### config.mk
export PLATFORM = sky130hd
export DESIGN_NAME = flash_read_arbiter
export DESIGN_NICKNAME = d
export VERILOG_FILES = /design/src/rtl/flash_pkg.sv /design/src/rtl/rr_arbiter2.sv /design/src/rtl/flash_read_arbiter.sv
export SDC_FILE = /design/constraint.sdc
export NUM_CORES = 1
export LEC_CHECK = 0
export CAP_MARGIN = 0
export CORE_ASPECT_RATIO = 1.5
export CORE_MARGIN = 4
export CORE_UTILIZATION = 41
export CTS_BUF_LIST = sky130_fd_sc_hd__clkbuf_8
export CTS_CLUSTER_SIZE = 10
export DETAILED_ROUTE_END_ITERATION = 12
export PLACE_DENSITY = 0.79
export SYNTH_ARGS = -nofsm -noshare
export SYNTH_HDL_FRONTEND = slang
export SYNTH_SLANG_ARGS = --single-unit
### constraint.sdc
create_clock -name clk -period 1.9 [get_ports clk]
set_clock_uncertainty 0.1 [all_clocks]
set_input_delay 0.285 -clock clk [delete_from_list [all_inputs] [get_ports clk]]
set_output_delay 0.285 -clock clk [all_outputs]
set_load 0.01 [all_outputs]
### src/rtl/flash_pkg.sv
// Shared types and constants for the flash read arbiter slice.
// The FSM encoding and the per-burst context live here so the top and the bench agree.
package flash_pkg;

  localparam int ADDR_W     = 24;
  localparam int DATA_W     = 32;
  localparam int LEN_W      = 8;
  localparam int WORD_BYTES = 4;

  typedef enum logic [2:0] {
    ST_DRAIN,
    ST_IDLE,
    ST_ARB,
    ST_ISSUE,
    ST_WAIT_DATA,
    ST_ACK
  } state_t;

  // Context of the burst currently owned by one requester.
  typedef struct packed {
    logic [ADDR_W-1:0] addr;
    logic [LEN_W-1:0]  remaining;
    logic              owner;
  } burst_t;

  // Word-address step; wraps modulo 2^ADDR_W by construction.
  function automatic logic [ADDR_W-1:0] next_word_addr(input logic [ADDR_W-1:0] a);
    return a + ADDR_W'(WORD_BYTES);
  endfunction

endpackage

### src/rtl/rr_arbiter2.sv
// Two-way round-robin arbiter; the priority pointer moves only when a grant is accepted.
// After reset requester 1 counts as last served, so requester 0 wins the first tie.
module rr_arbiter2 (
  input  logic       clk,
  input  logic       reset,
  input  logic [1:0] req,
  input  logic       accept,
  output logic [1:0] grant
);

  logic last_one;

  // NOTE: every always_comb output is defaulted first so no latch can be inferred.
  always_comb begin
    grant = req;
    if (req == 2'b11) begin
      grant = last_one ? 2'b01 : 2'b10;
    end
  end

  // NOTE: sequential state uses non-blocking assignments only, so all flops update together.
  always_ff @(posedge clk) begin
    if (reset) begin
      last_one <= 1'b1;
    end else if (accept) begin
      last_one <= grant[1];
    end
  end

endmodule

### src/rtl/flash_read_arbiter.sv
// Arbitrates two burst readers onto a single word-at-a-time flash master.
// A post-reset drain window absorbs any word the master still holds from an aborted burst.
module flash_read_arbiter
  import flash_pkg::*;
#(
  parameter int DRAIN_CYC = 1024
) (
  input  logic              clk,
  input  logic              reset,

  input  logic              req0_valid,
  input  logic [ADDR_W-1:0] req0_addr,
  input  logic [LEN_W-1:0]  req0_len,
  output logic              req0_ready,
  output logic              req0_rvalid,
  output logic              req0_done,

  input  logic              req1_valid,
  input  logic [ADDR_W-1:0] req1_addr,
  input  logic [LEN_W-1:0]  req1_len,
  output logic              req1_ready,
  output logic              req1_rvalid,
  output logic              req1_done,

  output logic [DATA_W-1:0] rdata,
  output logic              busy,

  input  logic              m_inited,
  output logic              m_addr_en,
  output logic [ADDR_W-1:0] m_addr_data,
  input  logic              m_rd_data_available,
  input  logic [DATA_W-1:0] m_rd_data,
  output logic              m_rd_ack
);

  localparam int CNT_W = $clog2(DRAIN_CYC + 1);

  state_t            state, state_nxt;
  logic [CNT_W-1:0]  drain_cnt;
  logic              drain_ack;
  burst_t            burst;
  logic              busy_r;
  logic [DATA_W-1:0] rdata_r;

  logic [1:0] grant;
  logic       accept;
  logic       last_word;
  logic       drain_take;
  logic       drain_full;

  rr_arbiter2 u_rr (
    .clk    (clk),
    .reset  (reset),
    .req    ({req1_valid, req0_valid}),
    .accept (accept),
    .grant  (grant)
  );

  assign accept     = (state == ST_ARB) && (grant != 2'b00);
  assign last_word  = (burst.remaining == '0);
  // A stale word is taken once; the cycle carrying the ack must not re-take it.
  assign drain_take = m_rd_data_available && !drain_ack;
  assign drain_full = (drain_cnt == CNT_W'(DRAIN_CYC));

  always_comb begin
    state_nxt = state;
    unique case (state)
      ST_DRAIN:     if (!drain_take && drain_full) state_nxt = ST_IDLE;
      ST_IDLE:      if (m_inited && !m_rd_data_available) state_nxt = ST_ARB;
      ST_ARB:       if (accept) state_nxt = ST_ISSUE;
      ST_ISSUE:     state_nxt = ST_WAIT_DATA;
      ST_WAIT_DATA: if (m_rd_data_available) state_nxt = ST_ACK;
      ST_ACK:       state_nxt = last_word ? ST_ARB : ST_ISSUE;
      default:      state_nxt = ST_DRAIN;
    endcase
  end

  always_ff @(posedge clk) begin
    if (reset) begin
      state     <= ST_DRAIN;
      drain_cnt <= '0;
      drain_ack <= 1'b0;
      burst     <= '0;
      busy_r    <= 1'b0;
      rdata_r   <= '0;
    end else begin
      state     <= state_nxt;
      drain_ack <= 1'b0;

      if (state == ST_DRAIN) begin
        if (drain_take) begin
          drain_ack <= 1'b1;
          drain_cnt <= '0;
        end else if (!drain_full) begin
          drain_cnt <= drain_cnt + 1'b1;
        end
      end

      if (accept) begin
        burst.addr      <= grant[1] ? req1_addr : req0_addr;
        burst.remaining <= grant[1] ? req1_len  : req0_len;
        burst.owner     <= grant[1];
        busy_r          <= 1'b1;
      end

      // Captured on detect so rdata is already stable during the ACK cycle.
      if (state == ST_WAIT_DATA && m_rd_data_available) begin
        rdata_r <= m_rd_data;
      end

      if (state == ST_ACK) begin
        if (last_word) begin
          busy_r <= 1'b0;
        end else begin
          burst.addr      <= next_word_addr(burst.addr);
          burst.remaining <= burst.remaining - 1'b1;
        end
      end
    end
  end

  assign req0_ready  = (state == ST_ARB) && grant[0];
  assign req1_ready  = (state == ST_ARB) && grant[1];
  assign req0_rvalid = (state == ST_ACK) && !burst.owner;
  assign req1_rvalid = (state == ST_ACK) &&  burst.owner;
  assign req0_done   = req0_rvalid && last_word;
  assign req1_done   = req1_rvalid && last_word;

  assign m_addr_en   = (state == ST_ISSUE);
  assign m_addr_data = burst.addr;
  assign m_rd_ack    = (state == ST_ACK) || drain_ack;
  assign rdata       = rdata_r;
  assign busy        = busy_r;

endmodule

==> impl_metrics.json <==
{
  "clkSinkCount": 82,
  "path_clk_slew_ns": 0.08,
  "drv_slew": 0,
  "core_mm2": 0.01008,
  "grt_pass1_vias": 4716,
  "grt_pass1_wl_um": 22640,
  "dp_hpwl_um": 10930,
  "power.share.switching": 0.3098,
  "holdPathEnd": "burst[7]$_SDFF_PP0_",
  "root_buffer": "clkbuf_8",
  "syn_area_mm2": 0.004215,
  "viasPerCell": 5.545,
  "avgSynthCellArea_um2": 7.678,
  "initial_utilization": 0.4182,
  "cp_data_required_time_ns": 1.51,
  "final.min_clock_period_ns": 1.983,
  "area_growth_pct": 60.85,
  "synth_top_area_frac": 0.3894,
  "hold_slack_ns": 0.2975,
  "firstDrtPassIters": 4,
  "status": "complete, but fails checks",
  "drc": 0,
  "post-route-period-util": 1.044,
  "power.leakage_nw": 2.570,
  "globalRouteTotalUtil": 0.2307,
  "dp_slack_ns": -0.3679,
  "hold_path_class": "primary input to flop",
  "rows": 45,
  "numCtsBuffers": 9,
  "rsz0062_at_grt": "yes",
  "ir_drop_v": 0.0005099,
  "min_from": "reset",
  "drt-wirelength-per-cell_um": 16.90,
  "synth_area_leader_cell": "dfxtp_1",
  "critPathArrivalTime_ns": 1.60,
  "slew_headroom": 0.6383,
  "ys_ff_latch": 82,
  "num_io_pins": 167,
  "setup_violations": 14,
  "drv_cap": 0,
  "routed_wl_um": 14810,
  "synth_top_cells_by_count": "nand2_1, dfxtp_1, a21oi_1",
  "yosysMostFrequentCell": "nand2_1",
  "crit_fanout": 3,
  "synth_warnings": 0,
  "internal_power_mw": 3.641,
  "gp_congestion": 0.9145,
  "dieArea_mm2": 0.01200,
  "synth_cell_types": 55,
  "critPathLaunchType": "flop",
  "num_vias": 4857,
  "reg2reg_depth": 8,
  "reg2reg_to": "m_addr_data[12]$_SDFF_PP0_",
  "die_h_um": 132.2,
  "drtAntennaViolNets": 0,
  "postLayoutCoreUtil": 0.6728,
  "antenna_cells": 0,
  "power_density_mw_per_mm2": 778.0,
  "dp.cells": 842,
  "violations": "setup timing",
  "portBuffers": 166,
  "fin_cells": 876,
  "initialDrtViolationCount": 229,
  "fin_area_mm2": 0.006780,
  "synth_nets": 655,
  "synth-edff-count": 0,
  "p_sw_mw": 1.634,
  "fin_nets": 861,
  "p_seq_frac": 0.380,
  "seq_area_frac_synth": 0.3894,
  "die_w_um": 90.79,
  "synthCells": 549,
  "fmax_mhz": 504.3,
  "layout-drive-gt1-share": 0.1950,
  "cts_tree": "done",
  "synth_ff_type": "dfxtp_1",
  "dpl_cell_area_mm2": 0.006246,
  "combPwrFrac": 0.353,
  "htree_levels": 3,
  "antenna_found_initial": 0,
  "endpoint_kind": "output port",
  "layout_setup_ws_ns": -0.08294,
  "r2r_start": "burst[2]$_SDFF_PP0_",
  "grt_overflow": 0,
  "yosys-top-cells-area": "dfxtp_1, nand2_1, a21oi_1",
  "r2r_slack_ns": -0.07,
  "crit_type": "flop to output port",
  "worstSkewPairLatency_ns": 0.36,
  "power_frac_clock": 0.267,
  "holdPathStages": 3,
  "finalHoldViolations": 0,
  "worstMarginPinSlew_ns": 0.5377,
  "async_flop_share": 0,
  "grt_max_degree": 34,
  "clockBufferDepth": 2
}
[per-stage QoR]
stage               power, mW  setup TNS (ns)
floorplan               2.892        -0.03915
detailed placement      3.648          -5.253
CTS                     5.158         -0.2517
global placement        3.586          -2.915
finish                  5.275         -0.5899
global route            5.510          -1.964
[cell families after synthesis]
logic type               Yosys count  share of synthesized area
AO/OA/AOI/OAI                    137                     0.2078
XOR/XNOR                           8                    0.01662
adder cells (fa/ha/maj)            4                    0.01187
buffers and inverters             66                    0.08103
flip-flops                        82                     0.3894
multiplexers                      17                    0.04037
AND/OR/NAND/NOR                  235                     0.2529
[area by class of cell]
type | count | area (um2)
fill | 799 | 3298
multi-input combinational | 402 | 2410
timing repair buffer | 249 | 2315
sequential | 82 | 1649
clock buffer | 11 | 151.4
tap | 117 | 146.4
clock inverter | 4 | 67.56
inverter | 11 | 41.29
[worst max-delay path by stage]
stage | from | endpoint
2_1_floorplan | burst[1]$_SDFF_PP0_ | m_addr_data[22]$_SDFF_PP0_
3_5_place_dp | burst[2]$_SDFF_PP0_ | req0_done
5_1_grt | burst[2]$_SDFF_PP0_ | req1_done
6_report | burst[7]$_SDFF_PP0_ | req0_done
3_3_place_gp | burst[1]$_SDFF_PP0_ | req0_done
4_1_cts | burst[7]$_SDFF_PP0_ | req0_done
[registers in the layout (all words and copies together) (netlist names)]
signal	cells
state	3
u_rr.last_one	1
m_addr_data	24
drain_ack	1
rdata	32
burst	9
drain_cnt	11
busy	1
[cell usage in the layout (no fill, tap or decap), types with 5 or more instances in the layout]
| cell type | instances |
|---|---|
| clkbuf_8 | 11 |
| clkdlybuf4s50_1 | 157 |
| o211ai_1 | 12 |
| a21oi_2 | 5 |
| a31oi_1 | 13 |
| o21ai_0 | 11 |
| inv_1 | 11 |
| or3_1 | 5 |
| o32a_1 | 11 |
| buf_4 | 73 |
| xor2_1 | 6 |
| nand2_1 | 119 |
| and3_1 | 9 |
| mux2i_1 | 17 |
| a21oi_1 | 60 |
| nand4_1 | 9 |
| dfxtp_1 | 76 |
| nand2b_1 | 6 |
| nor2_4 | 5 |
| dfxtp_2 | 6 |
| nand3_1 | 17 |
| nor2_1 | 35 |
| buf_6 | 8 |
[critical path, stage by stage, from the launching register on]
cell and delay, ns:
dfxtp_2 0.33, or3_4 0.38, or2_4 0.26, nor3_2 0.10, buf_2 0.16
[layer usage]
metal | vias to the layer above | wire length, um | global-route usage
met5 | - | 0 | 0
met4 | 0 | 543 | 0.1267
met3 | 44 | 1212 | 0.06682
li1 | 2326 | - | -
met2 | 244 | 7713 | 0.4239
met1 | 2243 | 5337 | 0.2300
[power groups by stage]
stage          Sequential [mW]  Combinational (mW)  Clock, mW
4_1_cts                   2.00                1.73       1.43
2_1_floorplan             2.04               0.852          0
3_3_place_gp              2.02                1.56          0
5_1_grt                   2.03                2.00       1.49
6_report                  2.01                1.86       1.41
3_5_place_dp              2.03                1.62          0
[repair_timing]
action | CTS | global route
gates resized for setup | 48 | 34
pin swaps | 11 | 30
setup buffers | 3 | 17
setup endpoints to repair | 35 | 33
gates cloned | 0 | 1
hold buffers | 0 | 0
Power figures use the tool's default switching activity.
